<file path="src/rtl/argon_regfile_sequencer.sv">
// Argon regfile bus initiator: LATCHSEL, READA, READB, then LATCHC. Operands are valid 4 cycles after request acceptance at the earliest.
// Each read stalls while i_BusValid is low and faults after RETRY_MAX consecutive stalls. Optional flags writeback: ARGON_SEQ_FLAGS_WB_EN.
module argon_regfile_sequencer #(
    parameter int                     WORD_WIDTH  = 16,
    parameter int                     INDEX_WIDTH = 3,
    parameter int                     CMD_WIDTH   = 4,
    parameter logic [CMD_WIDTH-1:0]   CMD_IDLE    = {CMD_WIDTH{1'b1}},
    parameter int                     RETRY_MAX   = 3
) (
    input  logic                   i_Clk,
    input  logic                   i_Reset_n,
    input  logic                   i_ReqValid,
    output logic                   o_ReqReady,
    input  logic [INDEX_WIDTH-1:0] i_ReqSelA,
    input  logic [INDEX_WIDTH-1:0] i_ReqSelB,
    input  logic [INDEX_WIDTH-1:0] i_ReqSelC,
    input  logic                   i_ReqWb,
    output logic                   o_OpsValid,
    input  logic                   i_OpsReady,
    output logic [WORD_WIDTH-1:0]  o_OpA,
    output logic [WORD_WIDTH-1:0]  o_OpB,
    input  logic                   i_WbValid,
    output logic                   o_WbReady,
    input  logic [WORD_WIDTH-1:0]  i_WbData,
    input  logic [7:0]             i_WbFlags,
    output logic [CMD_WIDTH-1:0]   o_BusCmd,
    output logic [WORD_WIDTH-1:0]  o_BusData,
    output logic                   o_BusValid,
    input  logic [WORD_WIDTH-1:0]  i_BusData,
    input  logic                   i_BusValid,
    output logic                   o_Busy,
    output logic                   o_Fault
);
    // Regfile command encodings; CMD_IDLE (all ones) never collides with these.
    localparam logic [CMD_WIDTH-1:0] COM_LATCHSEL = CMD_WIDTH'(0);
    localparam logic [CMD_WIDTH-1:0] COM_READA    = CMD_WIDTH'(1);
    localparam logic [CMD_WIDTH-1:0] COM_READB    = CMD_WIDTH'(2);
    localparam logic [CMD_WIDTH-1:0] COM_LATCHC   = CMD_WIDTH'(3);
    localparam logic [CMD_WIDTH-1:0] COM_LATCHF   = CMD_WIDTH'(4);
    localparam int RW = $clog2(RETRY_MAX + 1);

    typedef enum logic [2:0] {
        S_IDLE, S_SEL, S_RDA, S_RDB, S_OPS, S_WBW, S_WR
`ifdef ARGON_SEQ_FLAGS_WB_EN
        , S_WRF
`endif
    } state_t;

    state_t                 state, state_nxt;
    logic [INDEX_WIDTH-1:0] sel_a, sel_b, sel_c;
    logic                   wb_req;
    logic [WORD_WIDTH-1:0]  wb_data;
    logic [RW-1:0]          retry_cnt;
    logic                   retry_last;

    assign retry_last = (retry_cnt == RW'(RETRY_MAX - 1));

`ifdef ARGON_SEQ_FLAGS_WB_EN
    logic [7:0] wb_flags;
`else
    logic unused_flags;
    assign unused_flags = ^i_WbFlags;
`endif

    always_ff @(posedge i_Clk) begin
        if (!i_Reset_n) begin
            state     <= S_IDLE;
            sel_a     <= '0;
            sel_b     <= '0;
            sel_c     <= '0;
            wb_req    <= 1'b0;
            wb_data   <= '0;
            retry_cnt <= '0;
            o_OpA     <= '0;
            o_OpB     <= '0;
            o_Fault   <= 1'b0;
`ifdef ARGON_SEQ_FLAGS_WB_EN
            wb_flags  <= '0;
`endif
        end else begin
            state <= state_nxt;
            case (state)
                S_IDLE: if (i_ReqValid) begin
                    sel_a  <= i_ReqSelA;
                    sel_b  <= i_ReqSelB;
                    sel_c  <= i_ReqSelC;
                    wb_req <= i_ReqWb;
                end
                S_SEL: retry_cnt <= '0;
                S_RDA: begin
                    if (i_BusValid) begin
                        o_OpA     <= i_BusData;
                        retry_cnt <= '0;
                    end else if (retry_last) begin
                        o_Fault   <= 1'b1;
                    end else begin
                        retry_cnt <= retry_cnt + 1'b1;
                    end
                end
                S_RDB: begin
                    if (i_BusValid) begin
                        o_OpB     <= i_BusData;
                        retry_cnt <= '0;
                    end else if (retry_last) begin
                        o_Fault   <= 1'b1;
                    end else begin
                        retry_cnt <= retry_cnt + 1'b1;
                    end
                end
                S_WBW: if (i_WbValid) begin
                    wb_data  <= i_WbData;
`ifdef ARGON_SEQ_FLAGS_WB_EN
                    wb_flags <= i_WbFlags;
`endif
                end
                default: ;
            endcase
        end
    end

    always_comb begin
        state_nxt = state;
        case (state)
            S_IDLE: if (i_ReqValid) state_nxt = S_SEL;
            S_SEL:  state_nxt = S_RDA;
            S_RDA:  if (i_BusValid) state_nxt = S_RDB;
                    else if (retry_last) state_nxt = S_IDLE;
            S_RDB:  if (i_BusValid) state_nxt = S_OPS;
                    else if (retry_last) state_nxt = S_IDLE;
            S_OPS:  if (i_OpsReady) state_nxt = wb_req ? S_WBW : S_IDLE;
            S_WBW:  if (i_WbValid) begin
`ifdef ARGON_SEQ_FLAGS_WB_EN
                state_nxt = (sel_c == '0) ? S_WRF : S_WR;
`else
                state_nxt = (sel_c == '0) ? S_IDLE : S_WR;
`endif
            end
`ifdef ARGON_SEQ_FLAGS_WB_EN
            S_WR:   state_nxt = S_WRF;
            S_WRF:  state_nxt = S_IDLE;
`else
            S_WR:   state_nxt = S_IDLE;
`endif
            default: state_nxt = S_IDLE;
        endcase
    end

    // All handshake and bus outputs decode from the state register only.
    always_comb begin
        o_BusCmd   = CMD_IDLE;
        o_BusData  = '0;
        o_BusValid = 1'b0;
        case (state)
            S_SEL: begin
                o_BusCmd                       = COM_LATCHSEL;
                o_BusData[3*INDEX_WIDTH-1:0]   = {sel_c, sel_b, sel_a};
                o_BusValid                     = 1'b1;
            end
            S_RDA: o_BusCmd = COM_READA;
            S_RDB: o_BusCmd = COM_READB;
            S_WR: begin
                o_BusCmd   = COM_LATCHC;
                o_BusData  = wb_data;
                o_BusValid = 1'b1;
            end
`ifdef ARGON_SEQ_FLAGS_WB_EN
            S_WRF: begin
                o_BusCmd       = COM_LATCHF;
                o_BusData[7:0] = wb_flags;
                o_BusValid     = 1'b1;
            end
`endif
            default: ;
        endcase
    end

    assign o_ReqReady = (state == S_IDLE);
    assign o_OpsValid = (state == S_OPS);
    assign o_WbReady  = (state == S_WBW);
    assign o_Busy     = (state != S_IDLE);

endmodule

</file>
<file path="config.mk">
export PLATFORM = sky130hd
export DESIGN_NAME = argon_regfile_sequencer
export DESIGN_NICKNAME = d
export VERILOG_FILES = /design/src/rtl/argon_regfile_sequencer.sv
export SDC_FILE = /design/constraint.sdc
export NUM_CORES = 1
export LEC_CHECK = 0
export CAP_MARGIN = 20
export CORE_AREA = 4 4 86 88
export CTS_CLUSTER_DIAMETER = 50
export DETAILED_ROUTE_END_ITERATION = 7
export DIE_AREA = 0 0 90 92
export GPL_TIMING_DRIVEN = 0
export PLACE_DENSITY = 0.78
export RECOVER_POWER = 100
export SYNTH_ARGS = -nofsm -noshare
export SYNTH_HDL_FRONTEND = slang
export SYNTH_SLANG_ARGS = --single-unit
export TNS_END_PERCENT = 20
</file>
<file path="constraint.sdc">
create_clock -name i_Clk -period 2.2 [get_ports i_Clk]
set_input_delay 0.55 -clock i_Clk [delete_from_list [all_inputs] [get_ports i_Clk]]
set_output_delay 0.55 -clock i_Clk [all_outputs]
set_load 0.03 [all_outputs]
</file>
Yosys cells after proc, flatten, opt, wreduce, memory -nomap -nowiden. Index checks and enable logic that the tools add are counted.

Input port bits: 56. Logic and storage cells: 52. Bits in registers: 64.

Bitwise logic cells: 1. Add/sub/neg operators: 1. Reduce and logical (&&, ||, !) cells: 13. Muxes and demuxes: 16. Eq/ne operators: 11.

Operator list (number): $mux W3 (8); $pmux W3 S6 (1); $pmux W9 S2 (1); $pmux W4 S4 (1); $reduce_and A2 Y1 (5); $eq A3 B3 Y1 const B (3); $mux W7 (1); $eq A3 B2 Y1 const B (2); $logic_not A3 Y1 (2); $reduce_and A3 Y1 (2); $mux W2 (2); $ne A2 B2 Y1 const B (2); $pmux W2 S2 (1); $reduce_or A2 Y1 (2); $eq A3 B1 Y1 const B (1); $ne A3 B3 Y1 const B (1); $reduce_bool A3 Y1 (1); $add A2 B1 Y2 const B (1); $eq A2 B2 Y1 const B (1); $ne A2 B1 Y1 const B (1); $reduce_bool A2 Y1 (1); $mux W1 (1); $not A1 Y1 (1).

Logic depth before layout (Yosys ltp). Gate-level depths: netlist of the first run.

Word-level depth: 4. Mapped depth: 7.

Worst setup path after synthesis of the first run. No wires, ideal clock.

Path type: register to output. From: register state[0]. To: output o_BusData[3]. Buffers on the path: 2. Arrival: 1.412 ns. Setup slack: 0.238 ns. Required time: 1.650 ns. Stages on the path, launching flop included: 6. Cell sequence: dfxtp_1 -> buf_2 -> nand2b_1 -> nor2_1 -> clkbuf_2 -> a22o_1.

Longest elaborated chain between the ends: 2. Elaborated cells on any way between the ends: 3. Those cells by class: eq/ne: 2; mux: 1.

RTL lines: start, declared (line 49) `state_t state, state_nxt;`; start signal, assigned (line 81) `state <= state_nxt;`; $eq A3 B3 Y1 / $eq A3 B1 Y1 (equally long branches) (line 153) `case (state)`; $pmux W9 S2 (*) (line 153); end, declared (line 27) `output logic [WORD_WIDTH-1:0] o_BusData,`.

Mark *: on every way between the ends. The rest lies on a longest branch, timed or not.

Final worst setup path of the first run.
From: register state[0]. To: output o_OpsValid.

Longest elaborated chain between the ends: 1.

RTL lines: $eq A3 B3 Y1 (line 178) `assign o_OpsValid = (state == S_OPS);`; end, declared (line 18) `output logic o_OpsValid,`.

No other way between the ends.

==> metrics.cfg, run 1 <==
[worst_hold_path]
hold_depth = 2
hp-class = reg -> reg
hold_path_end = wb_data[14]
holdCritStartpoint = wb_data[14]

[place]
place.gp.congestion = 0.862
dp_hpwl_mm = 5.73
port_buffers = 104
numPlacedInstances = 521

[setup_path]
endpoint_kind = output port
crit_required_ns = 1.65
start_kind = flop
r2r_cells = 7
criticalPathCategory = reg -> out
crit_fanout = 10
r2r_end = wb_data[13]
cp.arrival_ns = 1.57
worstReg2RegStart = state[2]
ff2ff_setup_slack_ns = 0.55

[yosys]
yosys.area.top_type_share_pct = 46.2
ys_seq_area_share_pct = 46.2
yosysWarnings = 0
synthesis.nets = 394
synth.area.top_cells = dfxtp_1 46%, nand2_1 16%, a21boi_0 9.5%
synth_area_um2 = 2770
postSynthCellCount = 337
avgSynthCellArea_um2 = 8.22
ys_types = 37
synth_top_cell_by_area = dfxtp_1
ys_seq_elements = 64

[routing]
drt_iter0_markers = 102
vias = 2637
dr.pass1.iters = 4
ant_nets = 0
drc = 0
viasPerCell = 4.88
drt-total-wl_mm = 7.69
avgRoutedWirePerCell_um = 14.2

[floorplan]
die-area_um2 = 8280
start_util_pct = 41.7
fp.coreArea_um2 = 6640
die_h_um = 92
die_w_um = 90
io-pin-count = 114
num_rows = 30

[clock_tree]
cts_tree = built
hold_buffers = 0
htreeDepth = 3
clk_pin_slew_ns = 0.07
cts_buffer_depth = 2
clock_sinks = 64
root_buffer = clkbuf_8
clkLatencyLatePin_ns = 0.34
cts_buffers = 9

[layout]
nets = 512
fillers = 601
layout-drive-gt1-share_pct = 13.7
diodes = 0
stdcell_count = 540
syn2layout_area_growth_pct = 49.3

[power_and_ir_drop]
p_leak_nw = 1.53
seqPwrFrac_pct = 44.6
p_clk_share_pct = 37.0
cellPowerDensity_nw_per_um2 = 658
vdd_drop_max_v = 0.000420
p_sw_w = 0.000718
combPwrFrac_pct = 18.3
internal_power_w = 0.00201
p_sw_share_pct = 26.4
finalPower_w = 0.00272

[grt]
grt_pass1_wl_mm = 12.7
antenna_found_initial = 0
overflow = 0
grt_pass1_vias = 2672
grt_max_degree = 12
grt_use_total_pct = 19.2

[sta]
clock_skew_ns = 0.00659
timing.final.hold_violations = 0
post-route-min-period_ns = 2.12
finalMaxSlewViolations = 0
setup_viol = 0
rsz0062_at_grt = yes
slew_headroom_pct = 70.0
period_share_pct = 96.6
max_freq_ghz = 0.471
worstMarginPinSlew_ns = 0.450

[run]
max_cap_violations = 0

[run_status]
status = finished, final reports clean

==> registers in the layout, indices dropped and copies added (netlist names) <==
register	count
o_Fault	1
o_OpA	16
o_OpB	16
retry_cnt	2
sel_a	3
sel_b	3
sel_c	3
state	3
wb_data	16
wb_req	1
==> critical path, cell delays in order, from the launching register on <==
cell	delay, ns
dfxtp_1	0.30
buf_4	0.16
buf_2	0.18
nor3_1	0.25
clkdlybuf4s15_2	0.34
==> cells in the final DEF, fill, tap and decap left out, drive strengths merged, types with 3 or more instances in the layout <==
master,n
a21boi,59
a22o,9
and2,9
buf,31
clkbuf,28
clkdlybuf4s50,78
dfxtp,64
dlygate4sd2,4
inv,4
nand2,121
nand2b,8
nand3,3
nor2,6
nor2b,5
nor3,5
==> how the worst max path moves through the flow <==
stage                   from           end
floorplan           state[0]  o_BusData[3]
global route        state[2]  o_BusData[1]
detailed placement  state[0]  o_BusData[7]
finish              state[0]    o_OpsValid
global placement    state[0]  o_BusData[7]
CTS                 state[0]  o_BusData[6]
==> cell usage after synthesis <==
master	number
a2111o_1	1
a21boi_0	35
a21boi_1	24
a21o_1	2
a21oi_1	2
a22o_1	9
a311oi_2	1
a31oi_1	1
and2_1	9
and3_1	1
and3b_1	1
buf_1	1
buf_2	10
buf_4	4
clkbuf_1	7
clkbuf_2	2
dfxtp_1	64
ha_1	1
inv_1	4
mux2i_1	2
nand2_1	121
nand2b_1	8
nand3_1	3
nor2_1	3
nor2_2	2
nor2b_1	5
nor3_1	4
nor3_2	1
nor3b_1	1
o211ai_1	1
o21ai_0	1
o221ai_1	1
o22ai_1	1
o2bb2ai_1	1
o31a_1	1
o31ai_1	1
or4_1	1
==> metrics by stage <==
stage	setup TNS, ns	hold WS, ns	setup slack (ns)	cell area [µm²]	utilization [%]
after floorplan	0	0.430	0.238	2770	-
after global placement	-8.71	0.437	-0.629	3910	58.9
after detailed placement	-8.49	0.441	-0.604	3910	58.9
after CTS	-0.202	0.451	-0.0682	4120	62.0
after global routing	-0.0173	0.472	-0.00799	4140	62.3
final	0	0.450	0.0758	4140	62.3
==> routing by layer <==
layer	vias up	track usage [%]	part of all wire, %
met3	10	9.52	9.3
met2	80	32.2	47
met5	-	0	0
li1	1355	-	-
met1	1192	21.5	43
met4	0	5.87	1.3
==> what timing repair did <==
| action | CTS | global route |
|---|---|---|
| buffers inserted | 1 | 1 |
| pin swaps | 2 | 3 |
| endpoints found under the setup margin | 25 | 22 |
| resized for setup | 115 | 28 |
| gates cloned | 1 | 0 |
==> cells by family (layout without fill, tap and decap cells) <==
logic type / after synthesis / after routing / share of synthesized area, %
fa+ha+maj: 1 / 1 / 0.451
simple gates: 160 / 161 / 24.9
compound gates: 82 / 82 / 22.8
mux: 2 / 2 / 0.722
buf+inv: 28 / 150 / 4.88
flops: 64 / 64 / 46.2
==> area by class of cell <==
class	count	area (µm²)	share of cell area [%]
Tap cell	80	100	2.42
Clock inverter	3	40.0	0.968
Buffer	24	141	3.42
Multi-Input combinational cell	246	1390	33.7
Clock buffer	13	159	3.84
Timing Repair Buffer	106	1000	24.2
Sequential cell	64	1280	31.1
Inverter	4	15.0	0.363
==> power groups by stage <==
stage	sequential (W)	combinational, W	clock, W
global placement	0.00124	0.000503	0
global route	0.00122	0.000538	0.00109
detailed placement	0.00124	0.000503	0
finish	0.00122	0.000500	0.00101
CTS	0.00121	0.000505	0.00103
floorplan	0.00126	0.000254	0
Power figures use the tool's default switching activity.
==> inputs of run 2 (changes only) <==
--- a/config.mk
+++ b/config.mk
@@ -6,12 +6,14 @@
 export NUM_CORES = 1
 export LEC_CHECK = 0
 export CAP_MARGIN = 20
-export CORE_AREA = 4 4 86 88
+export CELL_PAD_IN_SITES_DETAIL_PLACEMENT = 1
+export CELL_PAD_IN_SITES_GLOBAL_PLACEMENT = 2
+export CORE_AREA = 4 4 111 113
 export CTS_CLUSTER_DIAMETER = 50
 export DETAILED_ROUTE_END_ITERATION = 7
-export DIE_AREA = 0 0 90 92
+export DIE_AREA = 0 0 115 117
 export GPL_TIMING_DRIVEN = 0
-export PLACE_DENSITY = 0.78
+export PLACE_DENSITY_LB_ADDON = 0.1
 export RECOVER_POWER = 100
 export SYNTH_ARGS = -nofsm -noshare
 export SYNTH_HDL_FRONTEND = slang
==> constraint.sdc (replaced) <==
create_clock -name i_Clk -period 2.6 [get_ports i_Clk]
set_input_delay 0.65 -clock i_Clk [delete_from_list [all_inputs] [get_ports i_Clk]]
set_output_delay 0.65 -clock i_Clk [all_outputs]
set_load 0.03 [all_outputs]
==> metrics.cfg, run 2 (synthesis results as in run 1) <==
[run_status]
status = finished, final reports clean

[floorplan]
fp.coreArea_um2 = 11300
die_w_um = 115
die_h_um = 117
die-area_um2 = 13500
start_util_pct = 24.5
io-pin-count = 114
num_rows = 39

[place]
place.gp.congestion = 0.807
port_buffers = 104
numPlacedInstances = 584
dp_hpwl_mm = 6.92
dp_slack_ns = -0.499

[clock_tree]
htreeDepth = 3
cts_tree = built
clkLatencyLatePin_ns = 0.33
cts_buffers = 9
hold_buffers = 0
cts_buffer_depth = 2
clk_pin_slew_ns = 0.06
clock_sinks = 64
root_buffer = clkbuf_16

[setup_path]
crit_family = buffers and inverters
r2r_end = o_OpA[4]
criticalPathCategory = reg -> out
crit_fanout = 10
endpoint_kind = output port
worstPathCellList = buf_2 > nand2b_2 > nor2_4 > clkbuf_8 > and2_1 > clkdlybuf4s15_2
ff2ff_setup_slack_ns = 0.89
cp_slowest_cell = clkdlybuf4s15_2
r2r_cells = 6
start_kind = flop
crit_buf_inv = 3
cp_slowest_stage_delay_ns = 0.30
crit_required_ns = 1.95
worstReg2RegStart = state[0]
cp.arrival_ns = 1.90

[routing]
drt-total-wl_mm = 9.61
drt_iter0_markers = 61
vias = 2721
avgRoutedWirePerCell_um = 15.9
dr.pass1.iters = 4
viasPerCell = 4.51
ant_nets = 0
drc = 0

[sta]
timing.final.hold_violations = 0
finalMaxSlewViolations = 0
period_share_pct = 98.0
post-route-min-period_ns = 2.55
clock_skew_ns = 0.00919
max_freq_ghz = 0.392
slew_headroom_pct = 60.6
setup_viol = 0
rsz0062_at_grt = yes
fin_hold_ws_ns = 0.452
worstMarginPinSlew_ns = 0.591
worst_slack_ns = 0.0512

[run]
max_cap_violations = 0

[worst_hold_path]
holdCritStartpoint = wb_data[13]
hold_depth = 2
hp-class = reg -> reg
hold_path_end = wb_data[13]

[grt]
grt_pass1_vias = 2844
grt_use_total_pct = 14.5
antenna_found_initial = 0
grt_max_degree = 11
overflow = 0
grt_pass1_wl_mm = 14.9

[layout]
final_util_pct = 38.3
nets = 513
stdcell_count = 603
mostFrequentLayoutCells = 121 x nand2_1, 83 x clkdlybuf4s50_1, 63 x dfxtp_1, 35 x a21boi_0, 24 x a21boi_1
final_common_cell = nand2_1
syn2layout_area_growth_pct = 56.3
diodes = 0
layout-drive-gt1-share_pct = 12.6
reg_top3 = o_OpA (16), o_OpB (16), wb_data (16)

[power_and_ir_drop]
vdd_drop_max_v = 0.000241
cellPowerDensity_nw_per_um2 = 641
p_leak_nw = 1.60

[run 2: cell count changes in the layout (fill, tap and decap cells not counted), sizes merged]
cell | previous run | this run
buf | 31 | 28
bufinv | 1 | 2
clkbuf | 28 | 23
clkdlybuf4s15 | 1 | 4
clkdlybuf4s18 | 0 | 1
clkdlybuf4s50 | 78 | 83
clkinv | 2 | 1
dlygate4sd3 | 1 | 0
dlymetal6s2s | 0 | 1
nor2 | 6 | 5
[run 2: worst max-delay path by stage]
stage	from	to	slack [ns]	cells after the start
final	state[0]	o_BusData[11]	0.05	6
after global routing	state[0]	o_BusData[11]	-0.05	6
after CTS	state[1]	o_BusData[7]	-0.08	6
after detailed placement	state[0]	o_BusData[7]	-0.50	6
after global placement	state[0]	o_BusData[7]	-0.45	6
after floorplan	state[0]	o_BusData[3]	0.54	5
[run 2: report_power, final]
part | total (W) | leakage [nW] | switching, W | internal (W)
Clock | 0.00131 | 0.159 | 0.000421 | 0.000885
Combinational | 0.000444 | 0.922 | 0.000239 | 0.000205
Sequential | 0.00103 | 0.518 | 0.0000176 | 0.00101
Total | 0.00278 | 1.60 | 0.000678 | 0.00210
[run 2: cell type report]
cell class	count	area [µm²]
Fill cell	1335	6990
Multi-Input combinational cell	245	1370
Sequential cell	64	1280
Timing Repair Buffer	108	1030
Clock buffer	12	256
Tap cell	143	179
Buffer	24	130
Clock inverter	3	65.1
Inverter	4	15.0
[run 2: routing by layer]
layer / vias to the layer above / GRT usage, % / wire length (µm)
met3: 9 / 3.70 / 524
met4: 0 / 4.23 / 114
met5: - / 0 / 0
met2: 68 / 24.5 / 4690
met1: 1289 / 18.2 / 4280
li1: 1355 / - / -
[run 2: worst reg2reg max path, cell delays in order, from the launching register on]
cell and delay [ns]:
dfxtp_1 0.29, buf_2 0.17, nand2b_2 0.26, nor2_2 0.33
buf_2 0.32, nand2_1 0.10, a21boi_0 0.16
[run 2: repair_timing]
item	in CTS	in global routing
setup buffers	3	1
gates resized for setup	58	18
cloned	0	0
endpoints found under the setup margin	20	17
pin swaps	2	2
[run 2: per-stage QoR]
step / total power [W] / setup TNS [ns] / instance area, µm²
2_1_floorplan: 0.00128 / 0 / 2770
3_3_place_gp: 0.00149 / -5.12 / 3990
3_5_place_dp: 0.00149 / -5.62 / 3990
4_1_cts: 0.00281 / -0.0784 / 4360
5_1_grt: 0.00290 / -0.0732 / 4330
6_report: 0.00278 / 0 / 4330
==> inputs of run 3 (changes only) <==
--- a/config.mk
+++ b/config.mk
@@ -5,7 +5,6 @@
 export SDC_FILE = /design/constraint.sdc
 export NUM_CORES = 1
 export LEC_CHECK = 0
-export CAP_MARGIN = 20
 export CELL_PAD_IN_SITES_DETAIL_PLACEMENT = 1
 export CELL_PAD_IN_SITES_GLOBAL_PLACEMENT = 2
 export CORE_AREA = 4 4 111 113
@@ -18,4 +17,4 @@
 export SYNTH_ARGS = -nofsm -noshare
 export SYNTH_HDL_FRONTEND = slang
 export SYNTH_SLANG_ARGS = --single-unit
-export TNS_END_PERCENT = 20
+export TNS_END_PERCENT = 5
==> metrics.cfg, run 3 (synthesis results as in run 1) <==
[sta]
clock_skew_ns = 0.00906
period_share_pct = 98.7
finalMaxSlewViolations = 0
post-route-min-period_ns = 2.57
timing.final.hold_violations = 0
rsz0062_at_grt = yes
fin_hold_ws_ns = 0.453
max_freq_ghz = 0.390
worstMarginPinSlew_ns = 0.591
slew_headroom_pct = 60.6
setup_viol = 0

[clock_tree]
clk_pin_slew_ns = 0.06
clock_sinks = 64
cts_tree = built
htreeDepth = 3
clkLatencyLatePin_ns = 0.33
cts_buffers = 9
cts_buffer_depth = 2
root_buffer = clkbuf_16
hold_buffers = 0

[routing]
dr.pass1.iters = 4
drc = 0
avgRoutedWirePerCell_um = 15.9
drt-total-wl_mm = 9.63
vias = 2741
ant_nets = 0
drt_iter0_markers = 72
viasPerCell = 4.54

[grt]
antenna_found_initial = 0
grt_pass1_vias = 2834
overflow = 0
grt_max_degree = 11
grt_use_total_pct = 14.4
grt_pass1_wl_mm = 14.9

[floorplan]
io-pin-count = 114
die_h_um = 117
start_util_pct = 24.5
fp.coreArea_um2 = 11300
die-area_um2 = 13500
num_rows = 39
die_w_um = 115

[place]
dp_hpwl_mm = 6.92
place.gp.congestion = 0.807
post_dp_cell_area_um2 = 3990
port_buffers = 104

[setup_path]
r2r_cells = 6
crit_fanout = 10
crit_required_ns = 1.95
cp.arrival_ns = 1.92
endpoint_kind = output port
start_kind = flop
criticalPathCategory = reg -> out

[layout]
diodes = 0
nets = 514
final_common_cell = nand2_1
fillers = 1336
reg_top3 = o_OpA (16), o_OpB (16), wb_data (16)
syn2layout_area_growth_pct = 57.7
mostFrequentLayoutCells = 121 x nand2_1, 83 x clkdlybuf4s50_1, 63 x dfxtp_1, 35 x a21boi_0, 24 x a21boi_1
ff_latch_area_um2 = 1280
multi_input_area_um2 = 1370
final_area_um2 = 4370
layout-drive-gt1-share_pct = 13.2

[power_and_ir_drop]
seqPwrFrac_pct = 37.0
vdd_drop_max_v = 0.000241
combPwrFrac_pct = 16.0
internal_power_w = 0.00210
cellPowerDensity_nw_per_um2 = 636
finalPower_w = 0.00278
p_clk_share_pct = 47.0
p_leak_nw = 1.59
p_sw_w = 0.000678
p_sw_share_pct = 24.4

[run]
max_cap_violations = 0

[worst_hold_path]
hold_depth = 2
hp-class = reg -> reg

[run_status]
status = finished, final reports clean

-- run 3: cell count changes in the layout (fill, tap and decap cells not counted) --
cell             delta
buf_2               -6
buf_4               +1
clkbuf_2            +2
clkdlybuf4s15_1     -1
clkdlybuf4s15_2     +7
clkdlybuf4s18_2     -1
dlygate4sd2_1       -1
-- run 3: critical path: stages (launching register included) --
cell	delay (ns)
dfxtp_1	0.29
buf_2	0.17
nand2b_2	0.26
nor2_4	0.21
clkbuf_8	0.20
and2_1	0.16
clkdlybuf4s15_2	0.30
-- run 3: final cells by class --
class / count / share of cell area, %
clock buffers: 12 / 5.87
repair buffers: 109 / 24.5
well taps: 143 / 4.09
inverters: 4 / 0.344
clock inverters: 3 / 1.49
plain buffers: 24 / 2.98
flip-flops and latches: 64 / 29.3
multi-input cells: 245 / 31.4
-- run 3: power by group through the flow --
| stage | combinational, W | sequential, W | clock [W] |
|---|---|---|---|
| detailed placement | 0.000442 | 0.00105 | 0 |
| global route | 0.000483 | 0.00103 | 0.00138 |
| CTS | 0.000440 | 0.00103 | 0.00134 |
| floorplan | 0.000215 | 0.00107 | 0 |
| finish | 0.000445 | 0.00103 | 0.00131 |
| global placement | 0.000440 | 0.00105 | 0 |
-- run 3: path summary, 6_finish.rpt --
kind | start | endpoint | slack (ns)
max | state[0] | o_BusData[11] | 0.03
min | wb_data[13] | wb_data[13] | 0.45
max reg2reg | state[0] | o_OpA[4] | 0.88
min reg2reg | wb_data[13] | wb_data[13] | 0.45
-- run 3: what timing repair did --
| item | 4_1_cts | 5_1_grt |
|---|---|---|
| resized for setup | 56 | 10 |
| pin swaps | 1 | 2 |
| endpoints found under the setup margin | 20 | 17 |
| setup buffers | 1 | 4 |
-- run 3: metal layers --
layer  vias to the layer above  GRT usage (%)  routed length [µm]
li1                       1359              -                   -
met1                      1300           17.9                4240
met2                        71           24.7                4750
met3                        11           3.70                 521
met4                         0           4.23                 115
met5                         -              0                   0
-- run 3: metrics by stage --
stage,std cells,setup WS [ns],util (%),setup TNS (ns)
finish,604,0.0338,38.6,0
global route,604,-0.0489,38.6,-0.181
CTS,600,-0.0905,38.3,-0.558
detailed placement,584,-0.499,35.3,-5.62
global placement,584,-0.453,35.3,-5.12
floorplan,337,0.538,-,0
